[src/rtl/fpu_pkg.sv]
// Shared single-precision field widths, constants and operand layout for the FPU blocks.
package fpu_pkg;

  localparam int unsigned EXP_W    = 8;
  localparam int unsigned MAN_W    = 23;
  localparam int unsigned BIAS     = 127;
  localparam int unsigned QNAN_BIT = 22;
  localparam logic [31:0] POS_INF  = 32'h7F800000;

  // Reciprocal datapath: 26 quotient bits, 25-bit significand (hidden + 23 + guard)
  localparam int unsigned Q_W    = 26;
  localparam int unsigned SIG_W  = 25;
  localparam int unsigned WIDE_W = SIG_W + Q_W;
  localparam int unsigned CNT_W  = 5;
  localparam int unsigned XE_W   = 10;

  typedef struct packed {
    logic             sign;
    logic [EXP_W-1:0] exp;
    logic [MAN_W-1:0] man;
  } fp32_t;

endpackage

[src/rtl/fp_lzc24.sv]
// 24-bit leading-zero counter; all-zero input reports 24.
module fp_lzc24 (
  input  logic [23:0] a,
  output logic [4:0]  lz_c
);

  // Scan upward so the highest set bit wins
  always_comb begin
    lz_c = 5'd24;
    for (int i = 0; i < 24; i++) begin
      if (a[i]) lz_c = 5'(23 - i);
    end
  end

endmodule

[src/rtl/finv_core.sv]
// Iterative IEEE-754 single reciprocal y = 1/x, one quotient bit per cycle, RNE rounding.
// Fixed 28-cycle latency from accepted start to done, specials included.
module finv_core
  import fpu_pkg::*;
(
  input  logic        clk,
  input  logic        rstn,
  input  logic        start,
  input  logic [31:0] x,
  output logic        busy,
  output logic        done,
  output logic [31:0] y,
  output logic        ovf,
  output logic        udf
);

  localparam logic [1:0] IDLE  = 2'd0;
  localparam logic [1:0] NORM  = 2'd1;
  localparam logic [1:0] DIV   = 2'd2;
  localparam logic [1:0] ROUND = 2'd3;

  logic [1:0]             state, state_nxt;
  fp32_t                  xin, xin_nxt;
  logic                   spec, spec_nxt;
  logic [31:0]            spec_y, spec_y_nxt;
  logic [23:0]            dvs, dvs_nxt;
  logic [Q_W-1:0]         rem, rem_nxt;
  logic [Q_W-1:0]         quo, quo_nxt;
  logic signed [XE_W-1:0] nexp, nexp_nxt;
  logic [CNT_W-1:0]       cnt, cnt_nxt;
  logic                   busy_nxt, done_nxt, ovf_nxt, udf_nxt;
  logic [31:0]            y_nxt;

  logic [4:0]             lz;
  logic [Q_W-1:0]         diff;

  logic [SIG_W-1:0]       sig;
  logic signed [XE_W-1:0] rexp, eb, shv;
  logic [4:0]             sh;
  logic [WIDE_W-1:0]      wide;
  logic [7:0]             ebf;
  logic                   sticky, rup;
  logic [30:0]            mag;
  logic [31:0]            rnd_y;
  logic                   rnd_ovf, rnd_udf;

  // Trailing 1 keeps the count equal to the leading zeros of the 23-bit mantissa
  fp_lzc24 u_lzc (
    .a    ({xin.man, 1'b1}),
    .lz_c (lz)
  );

  assign diff = rem - Q_W'(dvs);

  // Rounding stage: pick the significand window, denormalize if needed, then RNE
  always_comb begin
    if (quo[Q_W-1]) begin
      sig  = quo[Q_W-1:1];
      rexp = nexp;
    end else begin
      sig  = quo[Q_W-2:0];
      rexp = nexp - 10'sd1;
    end
    eb  = XE_W'(BIAS) + rexp;
    shv = 10'sd1 - eb;
    sh  = 5'd0;
    ebf = eb[7:0] - 8'd1;
    if (eb <= 10'sd0) begin
      sh  = (shv > 10'sd26) ? 5'd26 : 5'(shv);
      ebf = 8'd0;
    end
    wide   = {sig, Q_W'(0)} >> sh;
    sticky = (|rem) | (|wide[Q_W-1:0]);
    rup    = wide[Q_W] & (sticky | wide[Q_W+1]);
    // Hidden bit adds back onto exp-1; a subnormal carry lands in exp 1
    mag    = {ebf, 23'd0} + 31'(wide[WIDE_W-1:Q_W+1]) + 31'(rup);

    rnd_y   = {xin.sign, mag};
    rnd_ovf = 1'b0;
    rnd_udf = 1'b0;
    if (spec) begin
      rnd_y = spec_y;
    end else if ((eb >= 10'sd255) || (mag[30:23] == 8'hFF)) begin
      rnd_y   = {xin.sign, POS_INF[30:0]};
      rnd_ovf = 1'b1;
    end else begin
      rnd_udf = (mag[30:23] == 8'd0);
    end
  end

  // Next-state and datapath control
  always_comb begin
    state_nxt  = state;
    xin_nxt    = xin;
    spec_nxt   = spec;
    spec_y_nxt = spec_y;
    dvs_nxt    = dvs;
    rem_nxt    = rem;
    quo_nxt    = quo;
    nexp_nxt   = nexp;
    cnt_nxt    = cnt;
    busy_nxt   = busy;
    done_nxt   = 1'b0;
    y_nxt      = y;
    ovf_nxt    = ovf;
    udf_nxt    = udf;

    case (state)
      IDLE: begin
        if (start) begin
          xin_nxt   = x;
          busy_nxt  = 1'b1;
          state_nxt = NORM;
        end
      end
      NORM: begin
        spec_nxt   = 1'b0;
        spec_y_nxt = {xin.sign, 31'd0};
        dvs_nxt    = {1'b1, xin.man};
        nexp_nxt   = XE_W'(BIAS) - XE_W'(xin.exp);
        if (xin.exp == 8'hFF) begin
          spec_nxt = 1'b1;
          if (xin.man != '0) spec_y_nxt = 32'(xin) | (32'd1 << QNAN_BIT);
        end else if (xin.exp == 8'd0) begin
          if (xin.man == '0) begin
            spec_nxt   = 1'b1;
            spec_y_nxt = POS_INF | {xin.sign, 31'd0};
          end else begin
            dvs_nxt  = 24'({1'b0, xin.man} << (lz + 5'd1));
            nexp_nxt = XE_W'(BIAS) + XE_W'(lz);
          end
        end
        rem_nxt   = Q_W'(32'd1 << MAN_W);
        quo_nxt   = '0;
        cnt_nxt   = '0;
        state_nxt = DIV;
      end
      DIV: begin
        if (rem >= Q_W'(dvs)) begin
          rem_nxt = {diff[Q_W-2:0], 1'b0};
          quo_nxt = {quo[Q_W-2:0], 1'b1};
        end else begin
          rem_nxt = {rem[Q_W-2:0], 1'b0};
          quo_nxt = {quo[Q_W-2:0], 1'b0};
        end
        cnt_nxt = cnt + 5'd1;
        if (cnt == CNT_W'(Q_W - 1)) state_nxt = ROUND;
      end
      default: begin
        y_nxt     = rnd_y;
        ovf_nxt   = rnd_ovf;
        udf_nxt   = rnd_udf;
        done_nxt  = 1'b1;
        busy_nxt  = 1'b0;
        state_nxt = IDLE;
      end
    endcase
  end

  always_ff @(posedge clk or negedge rstn) begin
    if (!rstn) begin
      state  <= IDLE;
      xin    <= '0;
      spec   <= 1'b0;
      spec_y <= '0;
      dvs    <= '0;
      rem    <= '0;
      quo    <= '0;
      nexp   <= '0;
      cnt    <= '0;
      busy   <= 1'b0;
      done   <= 1'b0;
      y      <= '0;
      ovf    <= 1'b0;
      udf    <= 1'b0;
    end else begin
      state  <= state_nxt;
      xin    <= xin_nxt;
      spec   <= spec_nxt;
      spec_y <= spec_y_nxt;
      dvs    <= dvs_nxt;
      rem    <= rem_nxt;
      quo    <= quo_nxt;
      nexp   <= nexp_nxt;
      cnt    <= cnt_nxt;
      busy   <= busy_nxt;
      done   <= done_nxt;
      y      <= y_nxt;
      ovf    <= ovf_nxt;
      udf    <= udf_nxt;
    end
  end

endmodule

[config.mk]
export PLATFORM = sky130hd
export DESIGN_NAME = finv_core
export DESIGN_NICKNAME = d
export VERILOG_FILES = /design/src/rtl/fpu_pkg.sv /design/src/rtl/fp_lzc24.sv /design/src/rtl/finv_core.sv
export SDC_FILE = /design/constraint.sdc
export NUM_CORES = 1
export LEC_CHECK = 0
export BUFFER_PORTS_ARGS = -buffer_cell sky130_fd_sc_hd__buf_2
export CORE_ASPECT_RATIO = 0.8
export CORE_MARGIN = 3
export CORE_UTILIZATION = 65
export DETAILED_ROUTE_END_ITERATION = 8
export GPL_ROUTABILITY_DRIVEN = 0
export PLACE_DENSITY = 0.83
export SLEW_MARGIN = 40
export SYNTH_ARGS = -nofsm -noshare
export SYNTH_HDL_FRONTEND = slang
export SYNTH_SLANG_ARGS = --single-unit
[constraint.sdc]
create_clock -name clk -period 13.6 [get_ports clk]
set_input_delay 2.72 -clock clk [delete_from_list [all_inputs] [get_ports clk]]
set_output_delay 2.72 -clock clk [all_outputs]
set_load 0.01 [all_outputs]
==> run metrics <==
status=completed; clk root buf=clkbuf_16; Peak VDD IR=235 uV; setup TNS=0 ns; Die H=143 um; CTS Buf Count=17; Tmin final=about 9 ns; global-route wire length before repair=about 75000 um; fraction of registers with async set/reset=100%; fillers=1754; most frequent cells in the layout=192 x dfrtp_1, 158 x nor2_1, 156 x nand2_1; Detail Placement HPWL=33700 um; RSZ-0062 raised after global routing=false; #FFs+latches synth=192; fin. max-slew vios=0; Mapped Area=approximately 0.015 sq mm; hold_buf cts=0; Leakage Power=7.00 nW; worst reg2reg path startpoint=nexp[0]; Post-synth EDFFs=0; Netlist cell types=96; synthesis-to-layout area growth=7.15%; vias in the first global route=13943; Mapped Cells=around 1900; Max FO, Critical Path=24; floorplan core area=0.0228 sq mm; DR WL/cell=22.0 um; antenna-violating nets left=0; slew at the pin closest to its max-slew limit=0.866 ns; most common cell after layout, fill and taps aside=dfrtp_1; # Post-CTS Setup Buffers=0; HP Class=reg2reg; HP Start=spec_y[22]; final core utilization=71.7%; pin count of the biggest net entering global routing=94; count of final hold-check violations=0; I/O Pins=71; initial antenna violation count=0; clk slew on worst S/H paths=0.09 ns; post-CTS resize count=0; Worst path slowest cell=o21ai_4; Net Count, Synth=1940; share of cells above drive strength 1=13.0%; initial DRC count=between 2000 and 3000; deepest clock path buffer count=2; Worst Setup Start Kind=flop; nets=just under 2000; slowest stage delay, CP=0.72 ns; vias post-DR=15281; crit path kind=reg2reg; Syn. warnings=0; via/cell ratio=roughly 7; final WL=47600 um; RR Endpoint=ovf; gr ovfl total=0; Final period util=65.2%; slew margin rel.=41.7%; Hold EP=spec_y[22]; CTS tree=yes; # rows=between 40 and 50; Power Density=295 mW/mm^2; CP endpoint kind=flop; Die Wd=177 um; Fmax=113 MHz; clk_skew=about 0.015 ns; R2R Setup Slk=between 4 and 5 ns; # setup viols final=0; Max-Cap Viols=0; H-Tree Depth=4; initial core utilization=around 67%; clock latency on the worst-skew pair=0.47 ns; worst path required time=14.01 ns; Initial DRT Pass Iterations=9; synthesized area per cell=8.21 sq um; diode count=0; number of remaining DRC errors=0; Main synth FF type=dfrtp_1; hold path depth=1; DIE AREA=0.0254 sq mm; gr usage total=37.0%; CTS sink cnt=192; Port Buffers=70; FF-to-FF path depth=30; Seq/Total Area, Yosys=roughly a third; CP arrival=9.28 ns
[power breakdown]
group	switching [mW]	internal, mW
logic	2.06	1.20
registers	0.281	0.750
clock network	0.281	0.254
total	2.63	2.20
[synth_stat cells (20+ instances only)]
master | number | area share, %
a21oi_1 | 116 | 3.8
o211ai_1 | 43 | 2.1
mux2_2 | 45 | 3.3
nor2_1 | 158 | 3.9
a22o_1 | 24 | 1.4
nor3_1 | 60 | 2.0
o21ai_0 | 134 | 4.4
nor4_1 | 27 | 1.1
buf_2 | 22 | 0.72
clkbuf_1 | 91 | 2.2
nand2_1 | 157 | 3.9
xnor2_1 | 39 | 2.2
ha_1 | 43 | 3.5
inv_1 | 118 | 2.9
dfrtp_1 | 192 | 31
mux2i_1 | 65 | 4.3
nand3_1 | 80 | 2.6
o31ai_1 | 24 | 1.2
and3_1 | 34 | 1.4
a21boi_0 | 20 | 0.98
o22ai_1 | 47 | 1.9
[cell families (layout without fill, tap and decap cells)]
| kind of cell | Yosys count | in the layout | synth area share [%] |
|---|---|---|---|
| simple gates | 613 | 613 | 19.4 |
| buf+inv | 252 | 251 | 6.78 |
| compound gates | 575 | 575 | 25.2 |
| mux | 122 | 122 | 9.35 |
| flops | 192 | 192 | 31.5 |
| fa+ha+maj | 44 | 44 | 3.65 |
| xor+xnor | 63 | 63 | 4.09 |
[layer usage]
layer | global-route usage, % | up-vias | wire length, um
li1 | - | 6786 | -
met1 | 54.0 | 7126 | 19600
met2 | 52.7 | 1154 | 19700
met3 | 9.78 | 215 | 6380
met4 | 14.4 | 0 | 1920
met5 | 0 | - | 0
[state kept, by name, summed over array words and instances (netlist names)]
signal  flops
ovf         1
rem        25
udf         1
busy        1
y          32
state       2
spec_y     32
dvs        24
cnt         5
done        1
nexp        9
quo        26
xin        32
spec        1
[worst max-delay path, delay by kind of cell (launching register included)]
kind | cells | cell delay, ns
compound gates | 11 | 3.68
xor+xnor | 1 | 0.22
fa+ha+maj | 3 | 0.85
buf+inv | 3 | 0.66
flops | 1 | 0.49
mux | 3 | 0.76
simple gates | 9 | 2.14
[area by class of cell]
cell class / count / area [sq um] / area share (%)
multi-input cells: 1417 / 9510 / 58.1
flip-flops and latches: 192 / 4800 / 29.4
repair buffers: 98 / 578 / 3.53
inverters: 121 / 457 / 2.79
clock buffers: 17 / 425 / 2.60
well taps: 306 / 383 / 2.34
clock inverters: 15 / 205 / 1.25
[stage by stage]
| step | hold slack, ns | power [mW] | std cells | worst slack [ns] | area [sq um] |
|---|---|---|---|---|---|
| after floorplan | 0.442 | 3.31 | 1861 | 5.73 | 15300 |
| after global placement | 0.454 | 4.00 | 2133 | 5.25 | 15700 |
| after detailed placement | 0.460 | 4.10 | 2134 | 5.16 | 15700 |
| after CTS | 0.478 | 4.68 | 2166 | 5.02 | 16300 |
| after global routing | 0.502 | 5.10 | 2166 | 4.24 | 16400 |
| final | 0.480 | 4.83 | 2166 | 4.73 | 16400 |
[how the worst max path moves through the flow]
stage	from	endpoint	slack [ns]
floorplan	quo[25]	y[10]	5.73
global placement	nexp[0]	ovf	5.25
detailed placement	nexp[0]	ovf	5.16
CTS	nexp[0]	ovf	5.02
global route	nexp[0]	y[0]	4.24
finish	nexp[0]	ovf	4.73
(Power assumes the default switching activity.)
